[config.mk]
export PLATFORM = sky130hd
export DESIGN_NAME = minterm_sequencer
export DESIGN_NICKNAME = d
export VERILOG_FILES = /design/src/rtl/tt_check_pkg.sv /design/src/rtl/minterm_sequencer.sv
export SDC_FILE = /design/constraint.sdc
export NUM_CORES = 1
export LEC_CHECK = 0
export BUFFER_PORTS_ARGS = -buffer_cell sky130_fd_sc_hd__buf_4
export CAP_MARGIN = 25
export CORE_AREA = 10 10 47 49
export CTS_CLUSTER_SIZE = 10
export DETAILED_ROUTE_END_ITERATION = 16
export DIE_AREA = 0 0 57 59
export PLACE_DENSITY_LB_ADDON = 0.05
export SYNTH_ARGS = -nofsm -noshare
export SYNTH_HDL_FRONTEND = slang
export SYNTH_SLANG_ARGS = --single-unit
[constraint.sdc]
create_clock -name clk -period 2.48 [get_ports clk]
set_clock_uncertainty 0.2 [all_clocks]
set_input_delay 0.248 -clock clk [delete_from_list [all_inputs] [get_ports clk]]
set_output_delay 0.248 -clock clk [all_outputs]
set_load 0.02 [all_outputs]
[src/rtl/tt_check_pkg.sv]
// Shared definitions for the truth-table checker: FSM encoding, default
// table and settle-counter width.
package tt_check_pkg;

  typedef enum logic [1:0] {
    IDLE   = 2'd0,
    DRIVE  = 2'd1,
    SAMPLE = 2'd2,
    DONE   = 2'd3
  } state_t;

  // Bit m holds the expected gate output for minterm m (2-input NOR).
  localparam logic [3:0] NOR_TABLE = 4'b0001;

  localparam int CNT_W = 4;

endpackage

[src/rtl/minterm_sequencer.sv]
// Minterm index and settle counter for the checker sweep; the FSM in the
// top decides when to clear, step the settle count, or move to the next minterm.
import tt_check_pkg::*;

module minterm_sequencer #(
  parameter int N_IN   = 2,
  parameter int SETTLE = 1
) (
  input  logic            clk,
  input  logic            rst_n,
  input  logic            clear,
  input  logic            step,
  input  logic            next,
  output logic [N_IN-1:0] m,
  output logic            last_minterm,
  output logic            settled
);

  logic [CNT_W-1:0] cnt;

  always_ff @(posedge clk or negedge rst_n) begin
    if (!rst_n) begin
      m   <= '0;
      cnt <= '0;
    end else if (clear) begin
      m   <= '0;
      cnt <= '0;
    end else if (next) begin
      m   <= m + N_IN'(1);
      cnt <= '0;
    end else if (step) begin
      cnt <= cnt + CNT_W'(1);
    end
  end

  assign last_minterm = (m == '1);
  assign settled      = (cnt == CNT_W'(SETTLE - 1));

endmodule

==> flow_summary.ini, run 1 <==
[drt]
vias = 232
routed.top_layer = met3
dr_wl_met2_um = 356
totalWireLength_um = 679
drt_first_pass_iters = 4
viasPerCell = 4.07
remaining_drc_errors = 0
wl_met3_um = 35
drt_iter0_drc = 6
drt-wirelength-per-cell_um = 11.9
met1Wirelength_um = 288
postRouteAntennaNets = 0

[worst_setup_path]
reg2reg_depth = 3
crit_slowest_cell = dfrtp_1
criticalPathCategory = flop to primary output
worstSetupEndpointType = primary output
timing.rr.start = cnt[0]
worstPathCellList = inv_1 > ha_1 > nor3b_1 > buf_4
cp.buffers_inverters = 2
critPathLaunchType = flop
crit_cells = 4
crit_start = cnt[0]
cp_max_fo = 4
cp.arrival_ns = 1.20
worstPathRequired_ns = 2.03
max_stage_delay_ns = 0.41
crit_family = flip-flops

[logic_synthesis]
yosysWarnings = 0
netlist_area_um2 = 314
synth-seq-cells = 6
yosysUniqueCellTypes = 14
syn_nets = 36
synth_cells = 28
synth_area_per_cell_um2 = 11.2
ys_seq_area_frac = 0.478

[layout]
instances_no_fill = 57
area_growth_pct = 39.0
antennaDiodeCount = 0
multi_input_area_um2 = 156
mostFrequentLayoutCell = buf_4
num-fill-cells = 151
drive_gt1_frac = 0.317
nets = 51
regArea_um2 = 150
final_area_um2 = 437
mostFrequentLayoutCells = buf_4, dfrtp_1, nor2_1, ha_1, clkbuf_4

[placed_design]
dpl_cell_area_um2 = 394
portBuffers = 8
gp_congestion = 0.696
dp_cells = 52

[timing]
final_max_slew_viol_count = 0
min_period_over_period = 0.666
worst_pin_slew_ns = 0.170
setup_tns_ns = 0
fmax_mhz = 605
hold_violations = 0
rsz0062_at_grt = false
slew_headroom = 0.887
setup_violations = 0
finalWorstPathRequiredPeriod_ns = 1.65

[die]
die_y_um = 59
design.die.area_um2 = 3360
start_util = 0.224
die_w_um = 57
ioPinCount = 9
num_rows = 14
core-area_um2 = 1400

[clocking]
cts_root_buffer = clkbuf_4
clock-sinks = 6
clk_pin_slew_worst_paths_ns = 0.05
cts_tree = built
clk_path_buf_depth = 2
htreeDepth = 1
cts_inserted_buffers = 3
post-cts-setup-buffer-count = 0
worstSkewPairLatency_ns = 0.24

[power_and_ir_drop]
ir_worst_vdd_mv = 0.259
p_per_area_nw_per_um2 = 544
total_leakage_power_nw = 0.213

[min_path]
hp-class = primary input to flop
min_from = step
hold_depth = 3

[flow_run]
drv_cap = 0

[global_routing]
grt_max_degree = 7
grt_pass1_wl_um = 1120
globalRoute.totalOverflow = 0
antenna_found_initial = 0
track_usage = 0.0446
grt_pass1_vias = 264

[outcome]
outcome = finished, final reports clean
-- path summary, 6_finish.rpt --
check | to | slack (ns)
setup / recovery | settled | 0.83
max in group asynchronous | cnt[2] | 1.81
setup reg to reg | cnt[2] | 1.23
min in group asynchronous | m[1] | 0.15
hold / removal | cnt[0] | 0.10
hold reg to reg | m[1] | 0.37
-- metal layers --
| metal | vias to the layer above | GRT usage |
|---|---|---|
| met1 | 105 | 0.0443 |
| met4 | 0 | 0.0403 |
| met3 | 0 | 0.0279 |
| met2 | 3 | 0.0636 |
| li1 | 124 | - |
| met5 | - | 0 |
-- through the flow --
stage               total power (W)  utilization  hold slack [ns]  worst slack (ns)
floorplan                  0.000126            -           -0.248             0.929
global placement           0.000145        0.281           -0.139              1.10
detailed placement         0.000146        0.281           -0.136              1.08
CTS                        0.000243        0.312           0.0986             0.798
global route               0.000251        0.312            0.119             0.717
finish                     0.000238        0.312            0.104             0.828
-- where the power goes --
part           leakage [nW]   total, W  internal (W)  switching (W)
Clock                0.0138  0.0000908     0.0000548      0.0000360
Combinational         0.117  0.0000406     0.0000203      0.0000203
Sequential           0.0818   0.000106      0.000102     0.00000383
-- what timing repair did --
item                       in CTS  in global routing
hold buffers                    2                  0
hold endpoints to repair        8                  0
setup endpoints to repair       0                  0
resized for setup               0                  0
-- registers in the layout (all words and copies together) (netlist names) --
| name | count |
|---|---|
| m | 2 |
| cnt | 4 |
-- worst register-to-register path, stage by stage, from the launching register on --
cell and delay [ns]:
dfrtp_1 0.41, ha_1 0.23, a21bo_2 0.21, a21oi_1 0.12
-- cell type report --
class	instances	share of cell area
inverter	2	0.0172
timing repair buffer	10	0.183
multi-input combinational	20	0.358
tap	16	0.0458
clock buffer	3	0.0516
sequential	6	0.344
-- cells in the mapped netlist --
cell	instances	area share
dfrtp_1	6	0.48
a21bo_2	1	0.032
nand3b_1	1	0.024
nand4_1	1	0.020
nor2_1	4	0.048
nor3_1	1	0.016
a21oi_1	1	0.016
or2_2	1	0.020
mux2_1	1	0.036
xnor2_1	2	0.056
inv_1	2	0.024
mux2i_1	2	0.064
nor3b_1	2	0.048
ha_1	3	0.12
-- cell families after synthesis --
group / synth area share
AO/OA/AOI/OAI: 0.0478
XOR/XNOR: 0.0558
adder cells (fa/ha/maj): 0.120
buffers and inverters: 0.0239
flip-flops: 0.478
multiplexers: 0.0996
AND/OR/NAND/NOR: 0.175
No activity file was read; power rests on OpenSTA's default activity.
==> run 2, diff against run 1 <==
ABC_AREA = 1   (was default)
clock period = 1.7 ns   (was 2.48 ns; I/O delays follow)
==> flow_summary.ini, run 2 <==
[global_routing]
grtUsageMet1 = 0.0408
grt_pass1_vias = 305
gr-usage-met2 = 0.0713
antenna_found_initial = 0
globalRoute.totalOverflow = 0
gr-usage-met3 = 0.0279
grt_pass1_wl_um = 1190
busiest_layer = met2
grt_max_degree = 7
track_usage = 0.0468

[worst_setup_path]
reg2reg_depth = 4
r2r_end = cnt[1]
cp_max_fo = 3
cp.arrival_ns = 1.18
worstPathRequired_ns = 1.33
worstSetupEndpointType = primary output
timing.rr.start = cnt[0]
worstPathCellList = inv_1 > ha_1 > nor3b_2 > buf_4
critPathLaunchType = flop
r2r_setup_slack_ns = 0.52
crit_slowest_cell = dfrtp_1
criticalPathCategory = flop to primary output
max_stage_delay_ns = 0.39

[logic_synthesis]
synth-seq-cells = 6
syn_nets = 45
yosysWarnings = 0
yosysTopAreaCell = dfrtp_1
ys_seq_area_frac = 0.476
yosysUniqueCellTypes = 11
synthFlopType = dfrtp_1
synth_edf_count = 0
synth_most_common_cell = nand2_1
synth_area_per_cell_um2 = 8.52
ys_top_cells_by_count = nand2_1, dfrtp_1, nor2_1
netlist_area_um2 = 315
yosysTopAreaCellShare = 0.476
async_flop_share = 1.00
synth_cells = 37
synth_area_leaders = dfrtp_1, ha_1, nand2_1

[placed_design]
detailedPlace.worstSlack_ns = 0.367
gp_congestion = 0.711
portBuffers = 8
dp_cells = 61
dp_hpwl_um = 543

[die]
die_w_um = 57
start_util = 0.225
die_y_um = 59
num_rows = 14
design.die.area_um2 = 3360
ioPinCount = 9
core-area_um2 = 1400

[layout]
num-fill-cells = 151
antennaDiodeCount = 0
area_growth_pct = 43.7
reg.largest.list = cnt (4), m (2)
nets = 61
drive_gt1_frac = 0.275
mostFrequentLayoutCell = nand2_1
mostFrequentLayoutCells = nand2_1, buf_4, dfrtp_1, nor2_1, inv_1
largest-register = cnt
instances_no_fill = 67
largest_reg_flops = 4

[drt]
drt_iter0_drc = 6
vias = 286
remaining_drc_errors = 0
postRouteAntennaNets = 0
drt-wirelength-per-cell_um = 10.2
totalWireLength_um = 682
viasPerCell = 4.27
drt_first_pass_iters = 4

[timing]
setup_slack_ns = 0.153
setup_violations = 0
hold_violations = 0
rsz0062_at_grt = false
finalWorstPathRequiredPeriod_ns = 1.55
worst_pin_slew_ns = 0.147
fmax_mhz = 647
final_max_slew_viol_count = 0
slew_headroom = 0.901
setup_tns_ns = 0
holdWs_ns = 0.0280
min_period_over_period = 0.910

[outcome]
outcome = finished, final reports clean

[clocking]
post-cts-setup-buffer-count = 0
cts_root_buffer = clkbuf_4
worstSkewPairLatency_ns = 0.24
clk_pin_slew_worst_paths_ns = 0.04
cts_tree = built
htreeDepth = 1
cts_inserted_buffers = 3
clock-sinks = 6
clk_path_buf_depth = 2

[min_path]
min_from = step
min_to = cnt[2]
hold_depth = 4
hp-class = primary input to flop

[power_and_ir_drop]
ir_worst_vdd_mv = 0.308
total_leakage_power_nw = 0.224
p_per_area_nw_per_um2 = 754

[flow_run]
drv_cap = 0
[run 2: changes by cell type after synthesis, sizes merged, moves of 2 or more]
cell	previous run	this run
nand2	0	9
nor2	4	7
o21ai	0	3
inv	2	4
mux2i	2	0
nand3	0	2
xnor2	2	0
[run 2: cell type report]
type                       instances  area (um2)  share of cell area
tap                               16        20.0              0.0442
multi-input combinational         27         155               0.343
timing repair buffer              11        90.1               0.199
clock buffer                       3        22.5              0.0497
inverter                           4        15.0              0.0331
sequential                         6         150               0.331
[run 2: timing repair]
| action | 4_1_cts | 5_1_grt |
|---|---|---|
| gates resized for setup | 0 | 1 |
| endpoints found under the setup margin | 0 | 1 |
| hold endpoints to repair | 8 | 0 |
| hold buffers | 3 | 0 |
[run 2: power by group]
part	switching, W	internal (W)
Combinational	0.0000284	0.0000268
Sequential	0.00000517	0.000149
Clock	0.0000524	0.0000799
[run 2: cells by family (layout without fill, tap and decap cells)]
family,after synthesis,count (layout),share of synthesized area
AOI/OAI and AO/OA,5,5,0.0794
adders and majority gates,3,3,0.119
buffers and inverters,4,18,0.0476
DFF,6,6,0.476
and+or+nand+nor,19,19,0.278
[run 2: how the worst max path moves through the flow]
| stage | slack, ns | depth (start not counted) | from | end |
|---|---|---|---|---|
| global route | 0.04 | 4 | cnt[0] | settled |
| floorplan | 0.22 | 3 | cnt[0] | settled |
| CTS | 0.09 | 4 | cnt[0] | settled |
| finish | 0.15 | 4 | cnt[0] | settled |
| global placement | 0.40 | 4 | cnt[0] | settled |
| detailed placement | 0.37 | 4 | cnt[0] | settled |
[run 2: per-stage QoR]
step | util | area, um2 | power, W
floorplan | - | 315 | 0.000180
global placement | 0.282 | 395 | 0.000206
detailed placement | 0.282 | 395 | 0.000207
CTS | 0.320 | 448 | 0.000348
global route | 0.323 | 453 | 0.000361
finish | 0.323 | 453 | 0.000342
[run 2: critical path, delay by kind of cell, from the launching register on]
kind | cells | cell delay (ns)
fa+ha+maj | 1 | 0.14
flops | 1 | 0.39
buf+inv | 2 | 0.25
simple gates | 1 | 0.15
[run 2: per-layer routing]
layer	share of wire	wire length (um)	vias to the layer above
met5	0	0	-
met4	0	0	0
met3	0.10	71	0
met2	0.51	345	9
met1	0.39	265	131
li1	-	-	146
